File: src/rtl/bm_mem_resp_if.sv
// Host load and controller read bus for the bitmatrix column memory.
// slave = memory side, master = host/controller side.
interface bm_mem_resp_if #(
  parameter int BM_COL_W      = 128,
  parameter int BM_MEM_ADDR_W = 3,
  parameter int HOST_W        = 32
);
  logic                     host_bm_load_start;
  logic                     host_bm_load_end;
  logic                     host_bm_wr_en;
  logic [BM_MEM_ADDR_W-1:0] host_bm_wr_addr;
  logic [HOST_W-1:0]        host_bm_wr_data;
  logic                     bm_cntl_bm_mem_rd_rq;
  logic [BM_MEM_ADDR_W-1:0] bm_cntl_bm_mem_rd_addr;
  logic [BM_COL_W-1:0]      bm_mem_bm_cntl_rd_data;
  logic                     bm_mem_bm_cntl_rd_data_val;
  logic                     bm_mem_ready;
  logic                     bm_mem_load_busy;
  logic                     bm_mem_rd_err;

  modport slave (
    input  host_bm_load_start, host_bm_load_end, host_bm_wr_en,
           host_bm_wr_addr, host_bm_wr_data,
           bm_cntl_bm_mem_rd_rq, bm_cntl_bm_mem_rd_addr,
    output bm_mem_bm_cntl_rd_data, bm_mem_bm_cntl_rd_data_val,
           bm_mem_ready, bm_mem_load_busy, bm_mem_rd_err
  );

  modport master (
    output host_bm_load_start, host_bm_load_end, host_bm_wr_en,
           host_bm_wr_addr, host_bm_wr_data,
           bm_cntl_bm_mem_rd_rq, bm_cntl_bm_mem_rd_addr,
    input  bm_mem_bm_cntl_rd_data, bm_mem_bm_cntl_rd_data_val,
           bm_mem_ready, bm_mem_load_busy, bm_mem_rd_err
  );
endinterface

File: src/rtl/bm_mem_resp.sv
// Bitmatrix column memory: host loads columns in HOST_W segments, the
// controller reads whole columns through a fixed-latency pipeline.
module bm_mem_resp #(
  parameter int BM_COL_W      = 128,
  parameter int BM_MEM_ADDR_W = 3,
  parameter int BM_DEPTH      = 8,
  parameter int HOST_W        = 32,
  parameter int RD_LAT        = 2
) (
  input  logic            clk,
  input  logic            rstn,
  input  logic            eng_rstn,
  bm_mem_resp_if.slave    bus
);
  localparam int SEG   = BM_COL_W / HOST_W;
  localparam int SEG_W = (SEG > 1) ? $clog2(SEG) : 1;
  localparam int IDX_W = (BM_DEPTH > 1) ? $clog2(BM_DEPTH) : 1;
  localparam logic [SEG_W-1:0]       SEG_LAST = SEG_W'(SEG - 1);
  localparam logic [BM_MEM_ADDR_W:0] DEPTH_L  = BM_DEPTH[BM_MEM_ADDR_W:0];

  typedef enum logic [1:0] {IDLE, LOAD, READY} state_e;

  state_e                          state_q;
  logic                            ready_q, busy_q;
  logic [SEG_W-1:0]                seg_q;
  logic [BM_COL_W-1:0]             asm_q;
  logic [BM_COL_W-1:0]             col_d;
  logic [BM_COL_W-1:0]             mem [BM_DEPTH];
  logic [RD_LAT:1]                 vld_pipe_q;
  logic [RD_LAT:1][BM_COL_W-1:0]   dat_pipe_q;
  logic                            err_q;

  logic wr_fire, wr_last, wr_commit, rd_acc, ld_evt;

  assign ld_evt    = bus.host_bm_load_start | bus.host_bm_load_end;
  assign wr_fire   = (state_q == LOAD) & bus.host_bm_wr_en;
  assign wr_last   = wr_fire & (seg_q == SEG_LAST);
  assign wr_commit = wr_last & ({1'b0, bus.host_bm_wr_addr} < DEPTH_L);
  assign rd_acc    = bus.bm_cntl_bm_mem_rd_rq & (state_q == READY) &
                     ({1'b0, bus.bm_cntl_bm_mem_rd_addr} < DEPTH_L);

  // Column being assembled, with the segment on the bus already merged in.
  always_comb begin
    col_d = asm_q;
    col_d[seg_q*HOST_W +: HOST_W] = bus.host_bm_wr_data;
  end

  always_ff @(posedge clk or negedge rstn) begin
    if (!rstn) begin
      state_q <= IDLE;
      ready_q <= 1'b0;
      busy_q  <= 1'b0;
      seg_q   <= '0;
      asm_q   <= '0;
    end else begin
      if (wr_fire) begin
        asm_q <= col_d;
        seg_q <= wr_last ? '0 : seg_q + 1'b1;
      end
      // Load boundaries discard any partial column after the write is taken.
      if (ld_evt) begin
        asm_q <= '0;
        seg_q <= '0;
      end
      case (state_q)
        IDLE: if (bus.host_bm_load_start) begin
          state_q <= LOAD;
          busy_q  <= 1'b1;
        end
        LOAD: if (!bus.host_bm_load_start && bus.host_bm_load_end) begin
          state_q <= READY;
          busy_q  <= 1'b0;
          ready_q <= 1'b1;
        end
        READY: if (bus.host_bm_load_start) begin
          state_q <= LOAD;
          ready_q <= 1'b0;
          busy_q  <= 1'b1;
        end
        default: begin
          state_q <= IDLE;
          ready_q <= 1'b0;
          busy_q  <= 1'b0;
        end
      endcase
    end
  end

  // Storage is intentionally not reset.
  always_ff @(posedge clk) begin
    if (wr_commit) mem[bus.host_bm_wr_addr[IDX_W-1:0]] <= col_d;
  end

  always_ff @(posedge clk or negedge rstn) begin
    if (!rstn) begin
      vld_pipe_q <= '0;
      dat_pipe_q <= '0;
      err_q      <= 1'b0;
    end else if (!eng_rstn) begin
      vld_pipe_q <= '0;
      err_q      <= 1'b0;
    end else begin
      vld_pipe_q[1] <= rd_acc;
      if (rd_acc) dat_pipe_q[1] <= mem[bus.bm_cntl_bm_mem_rd_addr[IDX_W-1:0]];
      // Stages load only behind a valid, so the last stage holds its value.
      for (int k = 2; k <= RD_LAT; k++) begin
        vld_pipe_q[k] <= vld_pipe_q[k-1];
        if (vld_pipe_q[k-1]) dat_pipe_q[k] <= dat_pipe_q[k-1];
      end
      err_q <= bus.bm_cntl_bm_mem_rd_rq & ~rd_acc;
    end
  end

  assign bus.bm_mem_bm_cntl_rd_data     = dat_pipe_q[RD_LAT];
  assign bus.bm_mem_bm_cntl_rd_data_val = vld_pipe_q[RD_LAT];
  assign bus.bm_mem_rd_err              = err_q;
  assign bus.bm_mem_ready               = ready_q;
  assign bus.bm_mem_load_busy           = busy_q;
endmodule

File: src/flat_wrapper.sv
// flat-port wrapper written by rule: the top's interface ports become plain ports
module bm_mem_resp_flat 
#(
  parameter int BM_COL_W      = 128,
  parameter int BM_MEM_ADDR_W = 3,
  parameter int BM_DEPTH      = 8,
  parameter int HOST_W        = 32,
  parameter int RD_LAT        = 2
)
  (clk, rstn, eng_rstn, bus_host_bm_load_start, bus_host_bm_load_end, bus_host_bm_wr_en, bus_host_bm_wr_addr, bus_host_bm_wr_data, bus_bm_cntl_bm_mem_rd_rq, bus_bm_cntl_bm_mem_rd_addr, bus_bm_mem_bm_cntl_rd_data, bus_bm_mem_bm_cntl_rd_data_val, bus_bm_mem_ready, bus_bm_mem_load_busy, bus_bm_mem_rd_err);
  bm_mem_resp_if #(.BM_COL_W(BM_COL_W), .BM_MEM_ADDR_W(BM_MEM_ADDR_W), .HOST_W(HOST_W)) bus_i ();
  input  logic clk;
  input  logic rstn;
  input  logic eng_rstn;
  input wire logic [$bits(bus_i.host_bm_load_start)-1:0] bus_host_bm_load_start;
  input wire logic [$bits(bus_i.host_bm_load_end)-1:0] bus_host_bm_load_end;
  input wire logic [$bits(bus_i.host_bm_wr_en)-1:0] bus_host_bm_wr_en;
  input wire logic [$bits(bus_i.host_bm_wr_addr)-1:0] bus_host_bm_wr_addr;
  input wire logic [$bits(bus_i.host_bm_wr_data)-1:0] bus_host_bm_wr_data;
  input wire logic [$bits(bus_i.bm_cntl_bm_mem_rd_rq)-1:0] bus_bm_cntl_bm_mem_rd_rq;
  input wire logic [$bits(bus_i.bm_cntl_bm_mem_rd_addr)-1:0] bus_bm_cntl_bm_mem_rd_addr;
  output wire logic [$bits(bus_i.bm_mem_bm_cntl_rd_data)-1:0] bus_bm_mem_bm_cntl_rd_data;
  output wire logic [$bits(bus_i.bm_mem_bm_cntl_rd_data_val)-1:0] bus_bm_mem_bm_cntl_rd_data_val;
  output wire logic [$bits(bus_i.bm_mem_ready)-1:0] bus_bm_mem_ready;
  output wire logic [$bits(bus_i.bm_mem_load_busy)-1:0] bus_bm_mem_load_busy;
  output wire logic [$bits(bus_i.bm_mem_rd_err)-1:0] bus_bm_mem_rd_err;
  assign bus_i.host_bm_load_start = bus_host_bm_load_start;
  assign bus_i.host_bm_load_end = bus_host_bm_load_end;
  assign bus_i.host_bm_wr_en = bus_host_bm_wr_en;
  assign bus_i.host_bm_wr_addr = bus_host_bm_wr_addr;
  assign bus_i.host_bm_wr_data = bus_host_bm_wr_data;
  assign bus_i.bm_cntl_bm_mem_rd_rq = bus_bm_cntl_bm_mem_rd_rq;
  assign bus_i.bm_cntl_bm_mem_rd_addr = bus_bm_cntl_bm_mem_rd_addr;
  assign bus_bm_mem_bm_cntl_rd_data = bus_i.bm_mem_bm_cntl_rd_data;
  assign bus_bm_mem_bm_cntl_rd_data_val = bus_i.bm_mem_bm_cntl_rd_data_val;
  assign bus_bm_mem_ready = bus_i.bm_mem_ready;
  assign bus_bm_mem_load_busy = bus_i.bm_mem_load_busy;
  assign bus_bm_mem_rd_err = bus_i.bm_mem_rd_err;
  bm_mem_resp #(.BM_COL_W(BM_COL_W), .BM_MEM_ADDR_W(BM_MEM_ADDR_W), .BM_DEPTH(BM_DEPTH), .HOST_W(HOST_W), .RD_LAT(RD_LAT)) u_core (.clk(clk), .rstn(rstn), .eng_rstn(eng_rstn), .bus(bus_i));
endmodule
File: config.mk
export PLATFORM = sky130hd
export DESIGN_NAME = bm_mem_resp_flat
export DESIGN_NICKNAME = d
export VERILOG_FILES = /design/src/rtl/bm_mem_resp_if.sv /design/src/rtl/bm_mem_resp.sv /design/src/flat_wrapper.sv
export SDC_FILE = /design/constraint.sdc
export NUM_CORES = 1
export LEC_CHECK = 0
export CORE_UTILIZATION = 27
export CTS_CLUSTER_SIZE = 10
export DETAILED_ROUTE_END_ITERATION = 10
export PLACE_DENSITY = 0.47
export SLEW_MARGIN = 20
export SYNTH_ARGS = -nofsm -noshare
export SYNTH_HDL_FRONTEND = slang
export SYNTH_SLANG_ARGS = --single-unit
File: constraint.sdc
create_clock -name clk -period 15 [get_ports clk]
set_input_delay 4.5 -clock clk [delete_from_list [all_inputs] [get_ports clk]]
set_output_delay 4.5 -clock clk [all_outputs]
set_load 0.05 [all_outputs]
==> impl_metrics.ini, run 1 <==
[synthesis]
synthCells = 3334
ys_seq_area_share_pct = 72.7
syn-cell-area_um2 = 55900
syn_avg_cell_area_um2 = 16.8
synth_edf_count = 1024
synth_flop_cell = edfxtp_1
async_flop_share_pct = 27.7
ys_ff_latch = 1417
yosysUniqueCellTypes = 43
syn_nets = 3384
ys_warn_count = 0

[cts]
cts_resized = 0
cts_tree = done
ctsHoldBuffers = 0
cts_max_path_buffers = 3
h-tree-depth = 4
clkTransAtPathRegs_ns = 0.05
post_cts_buffers = 0
cts_buffers = 164
clkLatencyLatePin_ns = 0.79
clock-sinks = 1417
cts-root-buf = clkbuf_16

[routing]
ant_nets = 0
drc = 0
vias = 29226
drt-pass1-iter-count = 5
wl_per_cell_um = 24.4
drtIter0Drc = 2120
avgViaCountPerCell = 4.72
wirelength_um = 151000

[global_routing]
grt_pass1_wl_um = 218000
grt_use_total_pct = 14.3
grt_overflow = 0
antenna_found_initial = 13
grt_pass1_vias = 29967
grt_max_degree = 166

[timing]
hold_violations = 0
fmax_ghz = 0.139
worst_pin_slew_ns = 1.17
relSlewSlack_pct = 22.3
hold_slack_ns = 0.473
finalSetupViolations = 0
fin_crit_ns = 7.19
rsz0062_at_grt = false
final.setup.tns_ns = 0
layout_setup_ws_ns = 7.81
slew_violations = 0
finalCritPeriodShare_pct = 47.9
fin_worst_skew_ns = 0.0246

[floorplan]
dieWidth_um = 457
fp.dieH_um = 457
rows = 166
initial_core_util_pct = 27.2
core_um2 = 205000
die-area_um2 = 209000
io_pins = 177

[worst_hold_path]
min_path_type = flip-flop to flip-flop
hold_start = u_core.dat_pipe_q[89]$_DFFE_PN0P_
holdPathStages = 2
hold_end = u_core.dat_pipe_q[89]$_DFFE_PN0P_

[placed_design]
pre_cts_ws_ns = 6.88
gp_congestion = 0.729
port_buffers = 176
dp_hpwl_um = 82800

[worst_setup_path]
rr_endpoint = u_core.mem[7][37]$_DFFE_PP_
max_stage_delay_ns = 0.60
critPathSlowestCell = nor2_4
r2r.worst_path.cells = 6
cp-end-kind = flip-flop
timing.critical_path.buf_inv = 3
required_ns = 15.40
startpoint_type = input pin
crit_chain = clkdlybuf4s50_1 > and4b_1 > nand2_1 > nor2_4 > buf_4 > buf_4
crit_arrival_ns = 7.59
crit_family = buffers and inverters
r2r-start = u_core.seg_q[0]$_DFFE_PN0P_
r2r_slack_ns = 11.25
path_common_cell = buf_4
crit_type = input pin to flip-flop
crit_fanout = 34

[outcome]
status = completed

[layout]
n_fill_cell = 19798
final_layout_size_suffix_gt1_share_pct = 19.0
area_growth_pct = 15.6
nets = 3413

[power]
irDropWorstVdd_mv = 0.121
power_density_nw_per_um2 = 138
total_power_mw = 8.93
power.leakage_nw = 22.7

[job]
max-cap-violations = 0
## flip-flops by register name, indices dropped and copies added (netlist names)
name / flops
u_core.mem: 1024
u_core.asm_q: 128
u_core.vld_pipe_q: 2
u_core.bus.bm_mem_bm_cntl_rd_data: 128
u_core.bus.bm_mem_rd_err: 1
u_core.bus.bm_mem_ready: 1
u_core.bus.bm_mem_load_busy: 1
u_core.dat_pipe_q: 128
u_core.seg_q: 2
u_core.state_q: 2
## how the worst max path moves through the flow
| stage | start | endpoint | slack (ns) | cells after the start |
|---|---|---|---|---|
| 2_1_floorplan | bus_host_bm_wr_en | u_core.mem[0][0]$_DFFE_PP_ | 0.77 | 3 |
| 3_3_place_gp | bus_host_bm_wr_en | u_core.mem[2][67]$_DFFE_PP_ | 6.84 | 5 |
| 3_5_place_dp | bus_host_bm_wr_en | u_core.mem[2][67]$_DFFE_PP_ | 6.88 | 5 |
| 4_1_cts | bus_host_bm_wr_en | u_core.mem[2][48]$_DFFE_PP_ | 7.70 | 5 |
| 5_1_grt | bus_host_bm_wr_en | u_core.mem[7][48]$_DFFE_PP_ | 7.67 | 6 |
| 6_report | bus_host_bm_wr_en | u_core.mem[7][37]$_DFFE_PP_ | 7.81 | 6 |
## worst reg2reg max path: stages, from the launching register on
cell and delay, ns:
dfrtp_1 0.53, ha_1 0.28, and4b_1 0.46, nand2_1 0.31, nor2_4 0.60, buf_4 0.53
buf_4 0.63
## kinds of logic after synthesis
| logic type | share of synthesized area (%) |
|---|---|
| compound gates | 9.19 |
| fa+ha+maj | 0.112 |
| buf+inv | 3.94 |
| flops | 72.7 |
| mux | 12.3 |
| simple gates | 1.76 |
## through the flow
step | cells | cell area [um2] | util (%)
6_report | 6192 | 64600 | 31.5
5_1_grt | 6191 | 64600 | 31.5
4_1_cts | 6190 | 64500 | 31.5
3_5_place_dp | 5885 | 59600 | 29.1
3_3_place_gp | 5885 | 59600 | 29.1
2_1_floorplan | 3334 | 55900 | -
## layer usage
layer / up-vias / GRT usage (%) / share of wire [%] / routed length, um
li1: 12924 / - / - / -
met1: 15422 / 18.2 / 43 / 65200
met2: 661 / 24.0 / 49 / 74100
met3: 219 / 2.95 / 4.8 / 7280
met4: 0 / 4.77 / 2.9 / 4410
met5: - / 0 / 0 / 0
## synth_stat cells (all sizes together), types with 2 or more instances
library cell	n	area, um2
edfxtp	1024	30700
dfrtp	393	9830
mux2	384	4320
a22o	306	2680
mux2i	256	2560
buf	230	1530
nand2	168	631
clkbuf	140	526
o22ai	128	801
o31ai	128	961
a32o	45	450
inv	39	146
o21ai	33	165
nor2	12	55.1
a21oi	9	48.8
nand2b	7	43.8
ha	5	62.6
nor2b	3	18.8
nor4b	3	71.3
and4b	2	20.0
and4bb	2	25.0
nand3	2	10.0
nor3	2	10.0
nor4	2	27.5
## cell type report
cell class	count	area (um2)	share of cell area, %
Antenna cell	2	5.00	0.00775
Clock buffer	287	4640	7.18
Clock inverter	18	269	0.417
Inverter	40	153	0.236
Multi-Input combinational cell	1507	13200	20.5
Sequential cell	1417	40600	62.9
Tap cell	2688	3360	5.21
Timing Repair Buffer	233	2330	3.61
## where the power goes
group | total (mW) | internal [mW] | switching (mW) | leakage (nW)
sequential | 4.52 | 4.36 | 0.160 | 14.1
combinational | 0.732 | 0.251 | 0.481 | 6.31
clock | 3.68 | 2.10 | 1.58 | 2.32
## placed cells by master, fill, tap and decap left out, drive strengths merged
cell / n
or2: 1
nor4: 2
nand3: 2
inv: 43
nand2: 168
nand2b: 7
nor3: 2
dfrtp: 393
and4b: 2
clkdlybuf4s50: 174
mux2: 384
o21ba: 1
edfxtp: 1024
a21o: 1
ha: 5
o22ai: 128
and3b: 1
nor2: 12
o31ai: 128
clkinvlp: 1
a21oi: 9
clkbuf: 287
clkinv: 14
buf: 59
nand4b: 1
or3b: 1
and4bb: 2
nand3b: 1
o21ai: 33
o21a: 1
diode: 2
nor4b: 3
a32o: 45
nor2b: 3
a22o: 306
nor4bb: 1
and3: 1
mux2i: 256
Note: power is estimated with default switching activity, not from simulation.
==> run 2, diff against run 1 <==
Settings changed: PLACE_DENSITY 0.47 to 0.49.
Clock period 15 ns to 6.15 ns, I/O delays scaled along.
==> impl_metrics.ini, run 2 (synthesis results as in run 1) <==
[worst_setup_path]
crit_arrival_ns = 2.18
timing.critical_path.buf_inv = 1
crit_chain = clkdlybuf4s50_1
crit_fanout = 2
max_stage_delay_ns = 0.86
cp-end-kind = primary output
cp_num_cells = 1
required_ns = 4.30
startpoint_type = flip-flop
crit_type = flip-flop to primary output
critPathSlowestCell = clkdlybuf4s50_1
crit_family = buffers and inverters
r2r.worst_path.cells = 6

[global_routing]
grt_overflow = 0
grt_pass1_vias = 30040
antenna_found_initial = 16
grt_max_degree = 129
grt_pass1_wl_um = 219000
grt_use_total_pct = 14.4

[timing]
relSlewSlack_pct = 29.4
slew_violations = 0
fmax_ghz = 0.249
layout_setup_ws_ns = 2.13
worst_pin_slew_ns = 1.05
fin_crit_ns = 4.02
finalCritPeriodShare_pct = 65.4
finalSetupViolations = 0
rsz0062_at_grt = false
hold_violations = 0
fin_worst_skew_ns = 0.0506

[power]
total_power_mw = 21.8
power_density_nw_per_um2 = 336
irDropWorstVdd_mv = 0.196
power.leakage_nw = 22.9

[routing]
avgViaCountPerCell = 4.72
ant_nets = 0
drtIter0Drc = 2095
drt-pass1-iter-count = 7
drc = 0
wl_per_cell_um = 24.4
wirelength_um = 152000
vias = 29358

[placed_design]
pre_cts_ws_ns = 1.56
gp_congestion = 0.727
dp_hpwl_um = 82100
port_buffers = 176

[layout]
area_growth_pct = 16.2
nets = 3434
final_cell_mix = edfxtp_1, dfrtp_1, mux2_2
final_layout_size_suffix_gt1_share_pct = 19.5
final_common_cell = edfxtp_1
largest_reg_flops = 1024

[cts]
clkTransAtPathRegs_ns = 0.06
clock-sinks = 1417
ctsHoldBuffers = 0
cts_max_path_buffers = 3
cts_resized = 0
cts-root-buf = clkbuf_16
h-tree-depth = 4
cts_tree = done
cts_buffers = 163
post_cts_buffers = 0
clkLatencyLatePin_ns = 0.80

[outcome]
status = completed

[floorplan]
die-area_um2 = 209000
dieWidth_um = 457
io_pins = 177
core_um2 = 205000
rows = 166
initial_core_util_pct = 27.2
fp.dieH_um = 457

[worst_hold_path]
min_path_type = flip-flop to flip-flop
holdPathStages = 1

[job]
max-cap-violations = 0
-- run 2: cell type report --
| cell class | count | area [um2] |
|---|---|---|
| Timing Repair Buffer | 255 | 2710 |
| Antenna cell | 7 | 17.5 |
| Inverter | 40 | 153 |
| Sequential cell | 1417 | 40600 |
| Fill cell | 19788 | 140000 |
| Tap cell | 2688 | 3360 |
| Clock inverter | 21 | 262 |
| Clock buffer | 280 | 4590 |
| Multi-Input combinational cell | 1507 | 13200 |
-- run 2: worst paths after layout --
check	start	end	slack, ns
setup / recovery	u_core.bus.bm_mem_bm_cntl_rd_data[127]$_DFFE_PN0P_	bus_bm_mem_bm_cntl_rd_data[127]	2.13
hold reg to reg	u_core.dat_pipe_q[41]$_DFFE_PN0P_	u_core.bus.bm_mem_bm_cntl_rd_data[41]$_DFFE_PN0P_	0.47
min in group asynchronous	rstn	u_core.bus.bm_mem_bm_cntl_rd_data[45]$_DFFE_PN0P_	1.01
setup reg to reg	u_core.seg_q[0]$_DFFE_PN0P_	u_core.mem[4][106]$_DFFE_PP_	2.58
hold / removal	u_core.dat_pipe_q[41]$_DFFE_PN0P_	u_core.bus.bm_mem_bm_cntl_rd_data[41]$_DFFE_PN0P_	0.47
max in group asynchronous	rstn	u_core.dat_pipe_q[103]$_DFFE_PN0P_	4.03
-- run 2: metrics by stage --
step	hold WS (ns)	cell area, um2	cells	utilization [%]	setup TNS, ns
after floorplan	0.443	55900	3334	-	-1906.20
after global placement	0.457	60000	5907	29.3	0
after detailed placement	0.468	60000	5907	29.3	0
after CTS	0.473	64900	6208	31.7	0
after global routing	0.497	64900	6211	31.7	0
final	0.471	64900	6215	31.7	0
-- run 2: power breakdown --
group / leakage [nW] / internal [mW] / switching (mW)
registers: 14.1 / 10.6 / 0.412
clock network: 2.31 / 5.08 / 3.83
logic: 6.49 / 0.626 / 1.20
total: 22.9 / 16.3 / 5.44
-- run 2: routing by layer --
metal	wire [um]	global-route usage, %	vias to the layer above	part of all wire [%]
met1	65800	18.6	15426	43
met5	28	0	-	0.018
met3	7390	2.65	223	4.9
met2	73400	23.8	741	48
li1	-	-	12964	-
met4	5130	5.52	4	3.4
==> run 3, diff against run 2 <==
Clock period 6.15 ns to 3.7 ns, I/O delays scaled along.
==> impl_metrics.ini, run 3 (synthesis results as in run 1) <==
[outcome]
status = completed

[floorplan]
dieWidth_um = 457
core_um2 = 205000
die-area_um2 = 209000
fp.dieH_um = 457
rows = 166
initial_core_util_pct = 27.2
io_pins = 177

[routing]
drt-pass1-iter-count = 5
ant_nets = 0
avgViaCountPerCell = 4.68
drc = 0
vias = 29510
wirelength_um = 151000
wl_per_cell_um = 24.0
drtIter0Drc = 2251

[cts]
cts_resized = 0
clock-sinks = 1417
clkTransAtPathRegs_ns = 0.06
cts_max_path_buffers = 3
clkLatencyLatePin_ns = 0.81
h-tree-depth = 4
cts_tree = done
cts_buffers = 164
ctsHoldBuffers = 0
post_cts_buffers = 0
cts-root-buf = clkbuf_16

[worst_setup_path]
r2r_slack_ns = 0.79
max_stage_delay_ns = 0.93
rr_endpoint = u_core.mem[5][70]$_DFFE_PP_
r2r.worst_path.cells = 6
cp_num_cells = 1
r2r-start = u_core.seg_q[0]$_DFFE_PN0P_
crit_type = flip-flop to primary output
crit_family = buffers and inverters
timing.critical_path.buf_inv = 1
crit_fanout = 2
startpoint_type = flip-flop
crit_chain = clkdlybuf4s50_1
critPathSlowestCell = clkdlybuf4s50_1
cp-end-kind = primary output
crit_arrival_ns = 2.18
required_ns = 2.59

[global_routing]
grt_pass1_vias = 30435
grt_overflow = 0
grt_max_degree = 79
grt_use_total_pct = 14.3
grt_pass1_wl_um = 220000
antenna_found_initial = 9

[timing]
fin_worst_skew_ns = 0.0493
finalSetupViolations = 0
rsz0062_at_grt = false
hold_violations = 0
fmax_ghz = 0.304
slew_violations = 0
finalCritPeriodShare_pct = 88.9
fin_crit_ns = 3.29
final.setup.tns_ns = 0
worst_pin_slew_ns = 1.17
relSlewSlack_pct = 21.0

[layout]
area_growth_pct = 18.6
antenna_cells = 0
n_fill_cell = 19699
final_common_cell = edfxtp_1
nets = 3524
final_cell_mix = edfxtp_1, dfrtp_1, mux2_2
largest_reg_flops = 1024
final_layout_size_suffix_gt1_share_pct = 21.6

[power]
total_power_mw = 36.6
power_density_nw_per_um2 = 552
irDropWorstVdd_mv = 0.492
power.leakage_nw = 23.6

[job]
max-cap-violations = 0

[placed_design]
port_buffers = 176
dp_hpwl_um = 93600
gp_congestion = 0.752

[worst_hold_path]
min_path_type = input pin to async pin
==> run 3: how the worst max path moves through the flow <==
stage                                                  startpoint                              end  slack (ns)
6_report       u_core.bus.bm_mem_bm_cntl_rd_data[127]$_DFFE_PN0P_  bus_bm_mem_bm_cntl_rd_data[127]        0.41
5_1_grt        u_core.bus.bm_mem_bm_cntl_rd_data[127]$_DFFE_PN0P_  bus_bm_mem_bm_cntl_rd_data[127]        0.36
4_1_cts        u_core.bus.bm_mem_bm_cntl_rd_data[127]$_DFFE_PN0P_  bus_bm_mem_bm_cntl_rd_data[127]        0.37
3_5_place_dp                                    bus_host_bm_wr_en     u_core.mem[1][102]$_DFFE_PP_        0.34
3_3_place_gp                                    bus_host_bm_wr_en     u_core.mem[1][107]$_DFFE_PP_        0.31
2_1_floorplan                                   bus_host_bm_wr_en       u_core.mem[0][0]$_DFFE_PP_       -1.33
==> run 3: cell type report <==
| type | instances | area (um2) | area share (%) |
|---|---|---|---|
| clock inverter | 19 | 348 | 0.525 |
| timing repair buffer | 344 | 3870 | 5.85 |
| inverter | 40 | 153 | 0.231 |
| clock buffer | 291 | 4670 | 7.06 |
| sequential | 1417 | 40600 | 61.3 |
| tap | 2688 | 3360 | 5.08 |
| multi-input combinational | 1507 | 13200 | 20.0 |
==> run 3: per-layer routing <==
metal  global-route usage [%]  vias to the layer above  part of all wire (%)
li1                         -                    13153                     -
met1                     18.8                    15558                    45
met2                     23.6                      597                    48
met3                     2.94                      200                   4.4
met4                     4.20                        2                   2.4
met5                        0                        -                 0.013
==> run 3: stage by stage <==
| step | worst slack (ns) | std cells | utilization, % | hold WS (ns) | cell area [um2] |
|---|---|---|---|---|---|
| global placement | 0.306 | 5996 | 29.9 | 0.463 | 61200 |
| finish | 0.412 | 6306 | 32.3 | 0.141 | 66200 |
| floorplan | -1.33 | 3334 | - | 0.443 | 55900 |
| detailed placement | 0.340 | 5996 | 29.9 | 0.467 | 61200 |
| global route | 0.362 | 6306 | 32.3 | 0.0848 | 66200 |
| CTS | 0.371 | 6306 | 32.3 | 0.0616 | 66200 |
==> run 3: power by group <==
part	total [mW]	internal, mW	switching (mW)
Clock	15.2	8.68	6.50
Combinational	3.06	1.09	1.97
Sequential	18.3	17.7	0.642
